### config.mk
export PLATFORM = sky130hd
export DESIGN_NAME = nv_nvdla_mcif_wr_arb_flat
export DESIGN_NICKNAME = d
export VERILOG_FILES = /design/src/rtl/nv_nvdla_mcif_wr_arb_pkg.sv /design/src/rtl/nv_nvdla_mcif_wr_arb_if.sv /design/src/rtl/nv_nvdla_mcif_wr_arb_os_cnt.sv /design/src/rtl/nv_nvdla_mcif_wr_arb.sv /design/src/flat_wrapper.sv
export SDC_FILE = /design/constraint.sdc
export NUM_CORES = 1
export LEC_CHECK = 0
export ABC_AREA = 1
export CELL_PAD_IN_SITES_DETAIL_PLACEMENT = 0
export CELL_PAD_IN_SITES_GLOBAL_PLACEMENT = 1
export CORE_ASPECT_RATIO = 2
export CORE_MARGIN = 5
export CORE_UTILIZATION = 44
export CTS_CLUSTER_SIZE = 25
export DETAILED_ROUTE_END_ITERATION = 12
export PLACE_DENSITY = 0.92
export SETUP_SLACK_MARGIN = 0.4
export SLEW_MARGIN = 25
export SYNTH_ARGS = -nofsm -noshare
export SYNTH_HDL_FRONTEND = slang
export SYNTH_SLANG_ARGS = --single-unit
### constraint.sdc
create_clock -name nvdla_core_clk -period 6.55 [get_ports nvdla_core_clk]
set_input_delay 1.31 -clock nvdla_core_clk [delete_from_list [all_inputs] [get_ports nvdla_core_clk]]
set_output_delay 1.31 -clock nvdla_core_clk [all_outputs]
set_load 0.005 [all_outputs]
### src/rtl/nv_nvdla_mcif_wr_arb_pkg.sv
// Shared constants, state encoding and round-robin helper for the MCIF write
// ingress arbiter (SDP/PDP/CDP clients).
package nv_nvdla_mcif_wr_arb_pkg;
   localparam int NCLI = 3;
   localparam int LENW = 2;
   localparam int OSW  = 9;
   localparam int IDW  = 2;
   localparam int WW   = 8;

   localparam logic [IDW-1:0] CLI_SDP = 2'd0;
   localparam logic [IDW-1:0] CLI_PDP = 2'd1;
   localparam logic [IDW-1:0] CLI_CDP = 2'd2;

   typedef logic [1:0] arb_state_t;
   localparam arb_state_t ARB  = 2'd0;
   localparam arb_state_t CMD  = 2'd1;
   localparam arb_state_t DATA = 2'd2;

   function automatic logic [IDW-1:0] rr_next(input logic [IDW-1:0] id);
      return (id >= IDW'(NCLI-1)) ? '0 : id + 1'b1;
   endfunction
endpackage

### src/rtl/nv_nvdla_mcif_wr_arb_if.sv
// Client, downstream, register and completion signals of the write arbiter.
// slave = arbiter view, master = surrounding logic view.
interface nv_nvdla_mcif_wr_arb_if;
   import nv_nvdla_mcif_wr_arb_pkg::*;

   logic [NCLI-1:0]      cl_cmd_vld;
   logic [NCLI*LENW-1:0] cl_cmd_len;
   logic [NCLI-1:0]      cl_cmd_rdy;
   logic [NCLI-1:0]      cl_dat_vld;
   logic [NCLI-1:0]      cl_dat_rdy;
   logic                 dn_cmd_vld;
   logic                 dn_cmd_rdy;
   logic [IDW-1:0]       dn_cmd_id;
   logic [LENW-1:0]      dn_cmd_len;
   logic                 dn_dat_vld;
   logic                 dn_dat_rdy;
   logic [IDW-1:0]       dn_sel;
   logic [WW-1:0]        reg2dp_wr_weight_sdp;
   logic [WW-1:0]        reg2dp_wr_weight_pdp;
   logic [WW-1:0]        reg2dp_wr_weight_cdp;
   logic [WW-1:0]        reg2dp_wr_os_cnt;
   logic                 eg2ig_axi_vld;
   logic [LENW-1:0]      eg2ig_axi_len;

   modport slave (
      input  cl_cmd_vld, cl_cmd_len, cl_dat_vld, dn_cmd_rdy, dn_dat_rdy,
             reg2dp_wr_weight_sdp, reg2dp_wr_weight_pdp, reg2dp_wr_weight_cdp,
             reg2dp_wr_os_cnt, eg2ig_axi_vld, eg2ig_axi_len,
      output cl_cmd_rdy, cl_dat_rdy, dn_cmd_vld, dn_cmd_id, dn_cmd_len,
             dn_dat_vld, dn_sel
   );

   modport master (
      output cl_cmd_vld, cl_cmd_len, cl_dat_vld, dn_cmd_rdy, dn_dat_rdy,
             reg2dp_wr_weight_sdp, reg2dp_wr_weight_pdp, reg2dp_wr_weight_cdp,
             reg2dp_wr_os_cnt, eg2ig_axi_vld, eg2ig_axi_len,
      input  cl_cmd_rdy, cl_dat_rdy, dn_cmd_vld, dn_cmd_id, dn_cmd_len,
             dn_dat_vld, dn_sel
   );
endinterface

### src/rtl/nv_nvdla_mcif_wr_arb_os_cnt.sv
// Outstanding-beat counter: adds issued bursts, subtracts completions (net in
// one cycle, floor at 0) and reports, per burst length, whether it still fits.
module nv_nvdla_mcif_wr_arb_os_cnt
   import nv_nvdla_mcif_wr_arb_pkg::*;
(
   input  logic                 clk_i,
   input  logic                 rst_i,
   input  logic                 issue_i,
   input  logic [LENW-1:0]      issue_len_i,
   input  logic                 cpl_i,
   input  logic [LENW-1:0]      cpl_len_i,
   input  logic [WW-1:0]        limit_i,
   output logic [OSW-1:0]       os_cnt_o,
   output logic [(1<<LENW)-1:0] fit_o
);
   logic [OSW-1:0] os_cnt_q, os_cnt_d;
   logic [OSW:0]   inc, dec, sum, lim;
   logic           underflow;

   always_comb begin
      inc       = issue_i ? (OSW+1)'(issue_len_i) + (OSW+1)'(1) : '0;
      dec       = cpl_i ? (OSW+1)'(cpl_len_i) + (OSW+1)'(1) : '0;
      sum       = (OSW+1)'(os_cnt_q) + inc;
      underflow = sum < dec;
      os_cnt_d  = underflow ? '0 : OSW'(sum - dec);
      lim       = (OSW+1)'(limit_i) + (OSW+1)'(1);
      fit_o     = '0;
      for (int l = 0; l < (1 << LENW); l++)
         fit_o[l] = ((OSW+1)'(os_cnt_q) + (OSW+1)'(l) + (OSW+1)'(1)) <= lim;
   end

   always_ff @(posedge clk_i or posedge rst_i) begin
      if (rst_i) begin
         os_cnt_q <= '0;
      end else begin
         os_cnt_q <= os_cnt_d;
         assert (!underflow);
      end
   end

   assign os_cnt_o = os_cnt_q;
endmodule

### src/rtl/nv_nvdla_mcif_wr_arb.sv
// Weighted round-robin write command/data arbiter for SDP/PDP/CDP.
// Optional NVDLA_MCIF_WR_ARB_STALL_CNT_EN adds dbg_os_stall_cnt.
module nv_nvdla_mcif_wr_arb
   import nv_nvdla_mcif_wr_arb_pkg::*;
(
   input  logic nvdla_core_clk,
   input  logic nvdla_core_rst,
`ifdef NVDLA_MCIF_WR_ARB_STALL_CNT_EN
   output logic [31:0] dbg_os_stall_cnt,
`endif
   nv_nvdla_mcif_wr_arb_if.slave bus
);
   arb_state_t           state_q, state_d;
   logic [IDW-1:0]       id_q, id_d, rr_q, rr_d, win, idx;
   logic [LENW-1:0]      len_q, len_d, beat_q, beat_d;
   logic [WW-1:0]        wcnt_q [NCLI];
   logic [WW-1:0]        wcnt_d [NCLI];
   logic [WW-1:0]        wreg   [NCLI];
   logic [WW-1:0]        eff_w  [NCLI];
   logic [LENW-1:0]      cli_len[NCLI];
   logic [NCLI-1:0]      fit, credit, elig, sel_oh, pend_q;
   logic [NCLI*LENW-1:0] plen_q;
   logic [(1<<LENW)-1:0] fit_len;
   logic [OSW-1:0]       os_cnt;
   logic                 reload, found, issue, beat_hs;

   assign wreg[CLI_SDP] = bus.reg2dp_wr_weight_sdp;
   assign wreg[CLI_PDP] = bus.reg2dp_wr_weight_pdp;
   assign wreg[CLI_CDP] = bus.reg2dp_wr_weight_cdp;

   assign issue   = (state_q == CMD) && bus.dn_cmd_rdy;
   assign beat_hs = (state_q == DATA) && bus.cl_dat_vld[id_q] && bus.dn_dat_rdy;
   assign sel_oh  = NCLI'(1) << id_q;

   nv_nvdla_mcif_wr_arb_os_cnt u_os (
      .clk_i       (nvdla_core_clk),
      .rst_i       (nvdla_core_rst),
      .issue_i     (issue),
      .issue_len_i (len_q),
      .cpl_i       (bus.eg2ig_axi_vld),
      .cpl_len_i   (bus.eg2ig_axi_len),
      .limit_i     (bus.reg2dp_wr_os_cnt),
      .os_cnt_o    (os_cnt),
      .fit_o       (fit_len)
   );

   // Reloaded weights are used in the same cycle they are loaded.
   always_comb begin
      credit = '0;
      fit    = '0;
      elig   = '0;
      for (int i = 0; i < NCLI; i++) begin
         cli_len[i] = bus.cl_cmd_len[i*LENW +: LENW];
         fit[i]     = fit_len[cli_len[i]];
         credit[i]  = bus.cl_cmd_vld[i] && (wcnt_q[i] != '0);
      end
      reload = (state_q == ARB) && (|bus.cl_cmd_vld) && !(|credit);
      for (int i = 0; i < NCLI; i++) begin
         eff_w[i] = !reload ? wcnt_q[i] : (wreg[i] == '0) ? WW'(1) : wreg[i];
         elig[i]  = bus.cl_cmd_vld[i] && (eff_w[i] != '0) && fit[i];
      end
      win   = '0;
      found = 1'b0;
      idx   = rr_q;
      for (int k = 0; k < NCLI; k++) begin
         if (!found && elig[idx]) begin
            win   = idx;
            found = 1'b1;
         end
         idx = rr_next(idx);
      end
   end

   always_comb begin
      state_d = state_q;
      id_d    = id_q;
      len_d   = len_q;
      beat_d  = beat_q;
      rr_d    = rr_q;
      wcnt_d  = wcnt_q;
      case (state_q)
         ARB: begin
            wcnt_d = eff_w;
            if (found) begin
               id_d    = win;
               len_d   = cli_len[win];
               state_d = CMD;
            end
         end
         CMD: begin
            if (issue) begin
               for (int i = 0; i < NCLI; i++)
                  if (IDW'(i) == id_q) wcnt_d[i] = wcnt_q[i] - 1'b1;
               rr_d    = rr_next(id_q);
               beat_d  = len_q;
               state_d = DATA;
            end
         end
         DATA: begin
            if (beat_hs) begin
               if (beat_q == '0) state_d = ARB;
               else              beat_d  = beat_q - 1'b1;
            end
         end
         default: state_d = ARB;
      endcase
   end

   always_ff @(posedge nvdla_core_clk or posedge nvdla_core_rst) begin
      if (nvdla_core_rst) begin
         state_q <= ARB;
         id_q    <= '0;
         len_q   <= '0;
         beat_q  <= '0;
         rr_q    <= '0;
         pend_q  <= '0;
         plen_q  <= '0;
         for (int i = 0; i < NCLI; i++) wcnt_q[i] <= '0;
      end else begin
         state_q <= state_d;
         id_q    <= id_d;
         len_q   <= len_d;
         beat_q  <= beat_d;
         rr_q    <= rr_d;
         wcnt_q  <= wcnt_d;
         // A pending command must stay asserted with an unchanged length.
         for (int i = 0; i < NCLI; i++)
            if (pend_q[i])
               assert (bus.cl_cmd_vld[i] &&
                       (bus.cl_cmd_len[i*LENW +: LENW] == plen_q[i*LENW +: LENW]));
         assert (os_cnt <= OSW'(1 << WW));
         pend_q  <= bus.cl_cmd_vld & ~bus.cl_cmd_rdy;
         plen_q  <= bus.cl_cmd_len;
      end
   end

   assign bus.dn_cmd_vld = (state_q == CMD);
   assign bus.dn_cmd_id  = id_q;
   assign bus.dn_cmd_len = len_q;
   assign bus.dn_sel     = id_q;
   assign bus.cl_cmd_rdy = issue ? sel_oh : '0;
   assign bus.dn_dat_vld = (state_q == DATA) && bus.cl_dat_vld[id_q];
   assign bus.cl_dat_rdy = ((state_q == DATA) && bus.dn_dat_rdy) ? sel_oh : '0;

`ifdef NVDLA_MCIF_WR_ARB_STALL_CNT_EN
   logic [31:0] stall_q;
   logic        stall;

   assign stall = (state_q == ARB) && (|bus.cl_cmd_vld) && !(|(bus.cl_cmd_vld & fit));

   always_ff @(posedge nvdla_core_clk or posedge nvdla_core_rst) begin
      if (nvdla_core_rst)                 stall_q <= '0;
      else if (stall && (stall_q != '1))  stall_q <= stall_q + 32'd1;
   end

   assign dbg_os_stall_cnt = stall_q;
`endif
endmodule

### src/flat_wrapper.sv
// flat-port wrapper written by rule: the top's interface ports become plain ports
module nv_nvdla_mcif_wr_arb_flat import nv_nvdla_mcif_wr_arb_pkg::*;
  (nvdla_core_clk, nvdla_core_rst, bus_cl_cmd_vld, bus_cl_cmd_len, bus_cl_dat_vld, bus_dn_cmd_rdy, bus_dn_dat_rdy, bus_reg2dp_wr_weight_sdp, bus_reg2dp_wr_weight_pdp, bus_reg2dp_wr_weight_cdp, bus_reg2dp_wr_os_cnt, bus_eg2ig_axi_vld, bus_eg2ig_axi_len, bus_cl_cmd_rdy, bus_cl_dat_rdy, bus_dn_cmd_vld, bus_dn_cmd_id, bus_dn_cmd_len, bus_dn_dat_vld, bus_dn_sel);
  nv_nvdla_mcif_wr_arb_if bus_i ();
  input  logic nvdla_core_clk;
  input  logic nvdla_core_rst;
  input wire logic [$bits(bus_i.cl_cmd_vld)-1:0] bus_cl_cmd_vld;
  input wire logic [$bits(bus_i.cl_cmd_len)-1:0] bus_cl_cmd_len;
  input wire logic [$bits(bus_i.cl_dat_vld)-1:0] bus_cl_dat_vld;
  input wire logic [$bits(bus_i.dn_cmd_rdy)-1:0] bus_dn_cmd_rdy;
  input wire logic [$bits(bus_i.dn_dat_rdy)-1:0] bus_dn_dat_rdy;
  input wire logic [$bits(bus_i.reg2dp_wr_weight_sdp)-1:0] bus_reg2dp_wr_weight_sdp;
  input wire logic [$bits(bus_i.reg2dp_wr_weight_pdp)-1:0] bus_reg2dp_wr_weight_pdp;
  input wire logic [$bits(bus_i.reg2dp_wr_weight_cdp)-1:0] bus_reg2dp_wr_weight_cdp;
  input wire logic [$bits(bus_i.reg2dp_wr_os_cnt)-1:0] bus_reg2dp_wr_os_cnt;
  input wire logic [$bits(bus_i.eg2ig_axi_vld)-1:0] bus_eg2ig_axi_vld;
  input wire logic [$bits(bus_i.eg2ig_axi_len)-1:0] bus_eg2ig_axi_len;
  output wire logic [$bits(bus_i.cl_cmd_rdy)-1:0] bus_cl_cmd_rdy;
  output wire logic [$bits(bus_i.cl_dat_rdy)-1:0] bus_cl_dat_rdy;
  output wire logic [$bits(bus_i.dn_cmd_vld)-1:0] bus_dn_cmd_vld;
  output wire logic [$bits(bus_i.dn_cmd_id)-1:0] bus_dn_cmd_id;
  output wire logic [$bits(bus_i.dn_cmd_len)-1:0] bus_dn_cmd_len;
  output wire logic [$bits(bus_i.dn_dat_vld)-1:0] bus_dn_dat_vld;
  output wire logic [$bits(bus_i.dn_sel)-1:0] bus_dn_sel;
  assign bus_i.cl_cmd_vld = bus_cl_cmd_vld;
  assign bus_i.cl_cmd_len = bus_cl_cmd_len;
  assign bus_i.cl_dat_vld = bus_cl_dat_vld;
  assign bus_i.dn_cmd_rdy = bus_dn_cmd_rdy;
  assign bus_i.dn_dat_rdy = bus_dn_dat_rdy;
  assign bus_i.reg2dp_wr_weight_sdp = bus_reg2dp_wr_weight_sdp;
  assign bus_i.reg2dp_wr_weight_pdp = bus_reg2dp_wr_weight_pdp;
  assign bus_i.reg2dp_wr_weight_cdp = bus_reg2dp_wr_weight_cdp;
  assign bus_i.reg2dp_wr_os_cnt = bus_reg2dp_wr_os_cnt;
  assign bus_i.eg2ig_axi_vld = bus_eg2ig_axi_vld;
  assign bus_i.eg2ig_axi_len = bus_eg2ig_axi_len;
  assign bus_cl_cmd_rdy = bus_i.cl_cmd_rdy;
  assign bus_cl_dat_rdy = bus_i.cl_dat_rdy;
  assign bus_dn_cmd_vld = bus_i.dn_cmd_vld;
  assign bus_dn_cmd_id = bus_i.dn_cmd_id;
  assign bus_dn_cmd_len = bus_i.dn_cmd_len;
  assign bus_dn_dat_vld = bus_i.dn_dat_vld;
  assign bus_dn_sel = bus_i.dn_sel;
  nv_nvdla_mcif_wr_arb u_core (.nvdla_core_clk(nvdla_core_clk), .nvdla_core_rst(nvdla_core_rst), .bus(bus_i));
endmodule
==> metrics.txt <==
number of distinct library cell variants in the gate-level netlist after synthesis 48; Post-Place Cells 1048; number of remaining DRC errors 0; worst clock skew 0.0111 ns; routed wire length 16000 um; number of flops mapped to enable cells by yosys 0; cell breakdown of the critical path clkdlybuf4s50_1 > ha_1 > nand2_1 > nor2_1 > nand4_1 > ha_1 > and3_1 > nand4_1 > a21boi_0 > nand3_1 > nand3_1 > nand2_1 > nor2_1 > nand2_1 > o21ai_0 > inv_1 > nand2_1 > nand2_1 > nor2_1 > nand2_1 > nand3_1; count of hold buffers inserted by post-cts repair 0; share of the synthesized area in compound gates (AO/OA/AOI/OAI) 0.133; Peak Freq 212 MHz; vias in the first global route 5686; run status complete, no violations; Worst Tran Pin Value 0.965 ns; data required time at the worst endpoint 6.77 ns; post-synthesis area per instance 6.34 um^2; Simple-Gate Fraction of Synth Area 0.343; capturing element type of the critical path flop; placement row count 57; Initial DRT Pass Iterations 4; final design instance area without fill 6290 um^2; Filler cells 1306; adder and majority gate portion of the synthesized area 0.132; post-synthesis to final-layout area growth 16.3%; post-synthesis sequential area ratio 0.199; power density over the cells 455 nW/um^2; clock tree from TritonCTS built; area leader, netlist dfrtp_1; Arr. time, crit path 4.93 ns; Post-synth top flop dfrtp_1; Std-Cell Core Area 12100 um^2; class of the worst hold path reg2reg; count of pins on the block boundary 65; fraction of layout cells with a size suffix above 1 0.0473; area after detailed placement 6150 um^2; via count of the routed design 5639; cell type with the highest occurrence count on the critical path nand2_1; first-pass GRT wire length 26000 um; number of vias per cell after detailed routing 5.34; total clock sinks 43; clock-pin slew of the registers on the worst-case setup and hold paths 0.07 ns; main combinational cell family by area after synthesis simple AND/OR/NAND/NOR gates; Max IR drop VDD 0.000191 V; maximum clock path buffer count 2; Clock Tree Root clkbuf_16; antenna-violating nets left 0; count of final max-slew check failures 0; worst slew margin relative to its limit 0.356; Setup TNS 0 ns; biggest area contributors in the synthesized netlist dfrtp_1 20%, nand2_1 14%, ha_1 12%, inv_1 9.8%, nor2_1 6.7%; clock buffers created by TritonCTS 5; overall die width 88.4 um; Buffers on Ports 64; RSZ-0062 raised after global routing no; post-synthesis cell count 854; Largest stage delay, worst path 0.51 ns; Die H 167 um; die footprint 14800 um^2; most frequent cells in the layout 208 x nand2_1, 140 x inv_1, 96 x nor2_1; Nets 1015; overall fraction of global-route tracks in use 0.224; final std cells w/o fill 1056; clock latency on the worst-skew pair 0.29 ns; leakage power of the design 3.31 nW; overall overflow remaining after global route 0; number of H-tree levels 2; detail-routed net length per standard cell 15.1 um; async set or reset register ratio after synthesis 1.00; fraction of synthesized cell area in xor and xnor cells 0.0710; placed wire-length estimate 13300 um; post-synth net total 961; Max Fanout on Critical Path 4; Final Setup Violations 0; Yosys reg bits 43; Post-CTS Setup Repair Bufs 0; pin count of the biggest net entering global routing 44; number of antenna diodes 0; initial drt markers 211; slowest cell on the critical path clkdlybuf4s50_1; final worst path period share 0.718; summed instance area of the synthesized netlist 5410 um^2; multiplexer share of the synthesized area 0; number of antenna violations at the first check in global routing 0; count of maximum capacitance violations 0; post-cts sizing count 0; YS warnings 0; Starting Density 0.446; routability congestion estimate from global placement 0.949; clock period minus worst slack 4.71 ns; fraction of post-synthesis cell area in the top cell type by area 0.199; critical path start-end classification in2reg; final hold vios 0; leading cell type in the layout, fill and taps excluded nand2_1; critical path startpoint category input pin
## cell type report
class	instances	area, um^2	area share
repair buffers	68	671	0.107
clock inverters	2	12.5	0.00199
flip-flops and latches	43	1080	0.171
well taps	147	184	0.0292
clock buffers	6	129	0.0205
multi-input cells	646	3680	0.585
inverters	144	542	0.0861
## per-layer routing
metal / routed length [um] / global-route usage / share of wire
met2: 8840 / 0.426 / 0.55
met5: 0 / 0 / 0
met3: 550 / 0.0242 / 0.034
met1: 5540 / 0.213 / 0.35
met4: 1070 / 0.143 / 0.067
## cell families after synthesis
kind of cell | count (synthesis)
xor+xnor | 43
compound gates | 124
buf+inv | 165
fa+ha+maj | 56
flops | 43
simple gates | 423
## worst max-delay path, delay by kind of cell
family	cells	cell delay, ns
AND/OR/NAND/NOR	15	1.77
adder cells (fa/ha/maj)	2	0.62
buffers and inverters	2	0.58
AO/OA/AOI/OAI	2	0.64
## Yosys cell counts, types with 6 or more instances
cell type,instances
o21ai_0,33
xnor2_1,9
ha_1,54
buf_4,6
o211ai_1,6
nand2_2,6
nand4_1,35
clkbuf_1,7
nand2_1,208
xor2_1,33
o22ai_1,10
nor2_2,6
dfrtp_1,43
a21oi_1,48
inv_1,141
nand3_1,50
nor2_1,97
## worst paths after layout
path                                         startpoint                  endpoint  slack, ns  depth (start not counted)
worst max register to register  u_core.u_os.os_cnt_o[0]  u_core.bus.dn_cmd_len[0]       1.87                         26
max in group asynchronous                nvdla_core_rst         u_core.wcnt_q[18]       4.57                          2
worst min-delay path                   u_core.beat_q[1]          u_core.beat_q[1]       0.56                          2
worst min register to register         u_core.beat_q[1]          u_core.beat_q[1]       0.56                          2
min in group asynchronous                nvdla_core_rst         u_core.wcnt_q[11]       1.47                          2
worst max-delay path            bus_reg2dp_wr_os_cnt[0]  u_core.bus.dn_cmd_len[0]       1.84                         21
## registers in the layout, summed over array words and instances, names as in the netlist
name	flops
u_core.beat_q	2
u_core.bus.dn_cmd_id	2
u_core.bus.dn_cmd_len	2
u_core.rr_q	2
u_core.state_q	2
u_core.u_os.os_cnt_o	9
u_core.wcnt_q	24
## stage by stage
step	power (mW)	util	setup WS (ns)	hold WS, ns
floorplan	2.06	-	2.71	0.508
global placement	2.58	0.507	1.51	0.539
detailed placement	2.60	0.507	1.54	0.546
CTS	2.86	0.519	1.82	0.564
global route	3.19	0.519	1.38	0.593
finish	2.86	0.519	1.84	0.561
## power by group
part / switching, mW / internal, mW
clock network: 0.114 / 0.141
registers: 0.154 / 0.400
logic: 1.28 / 0.772
Power figures use the tool's default switching activity.
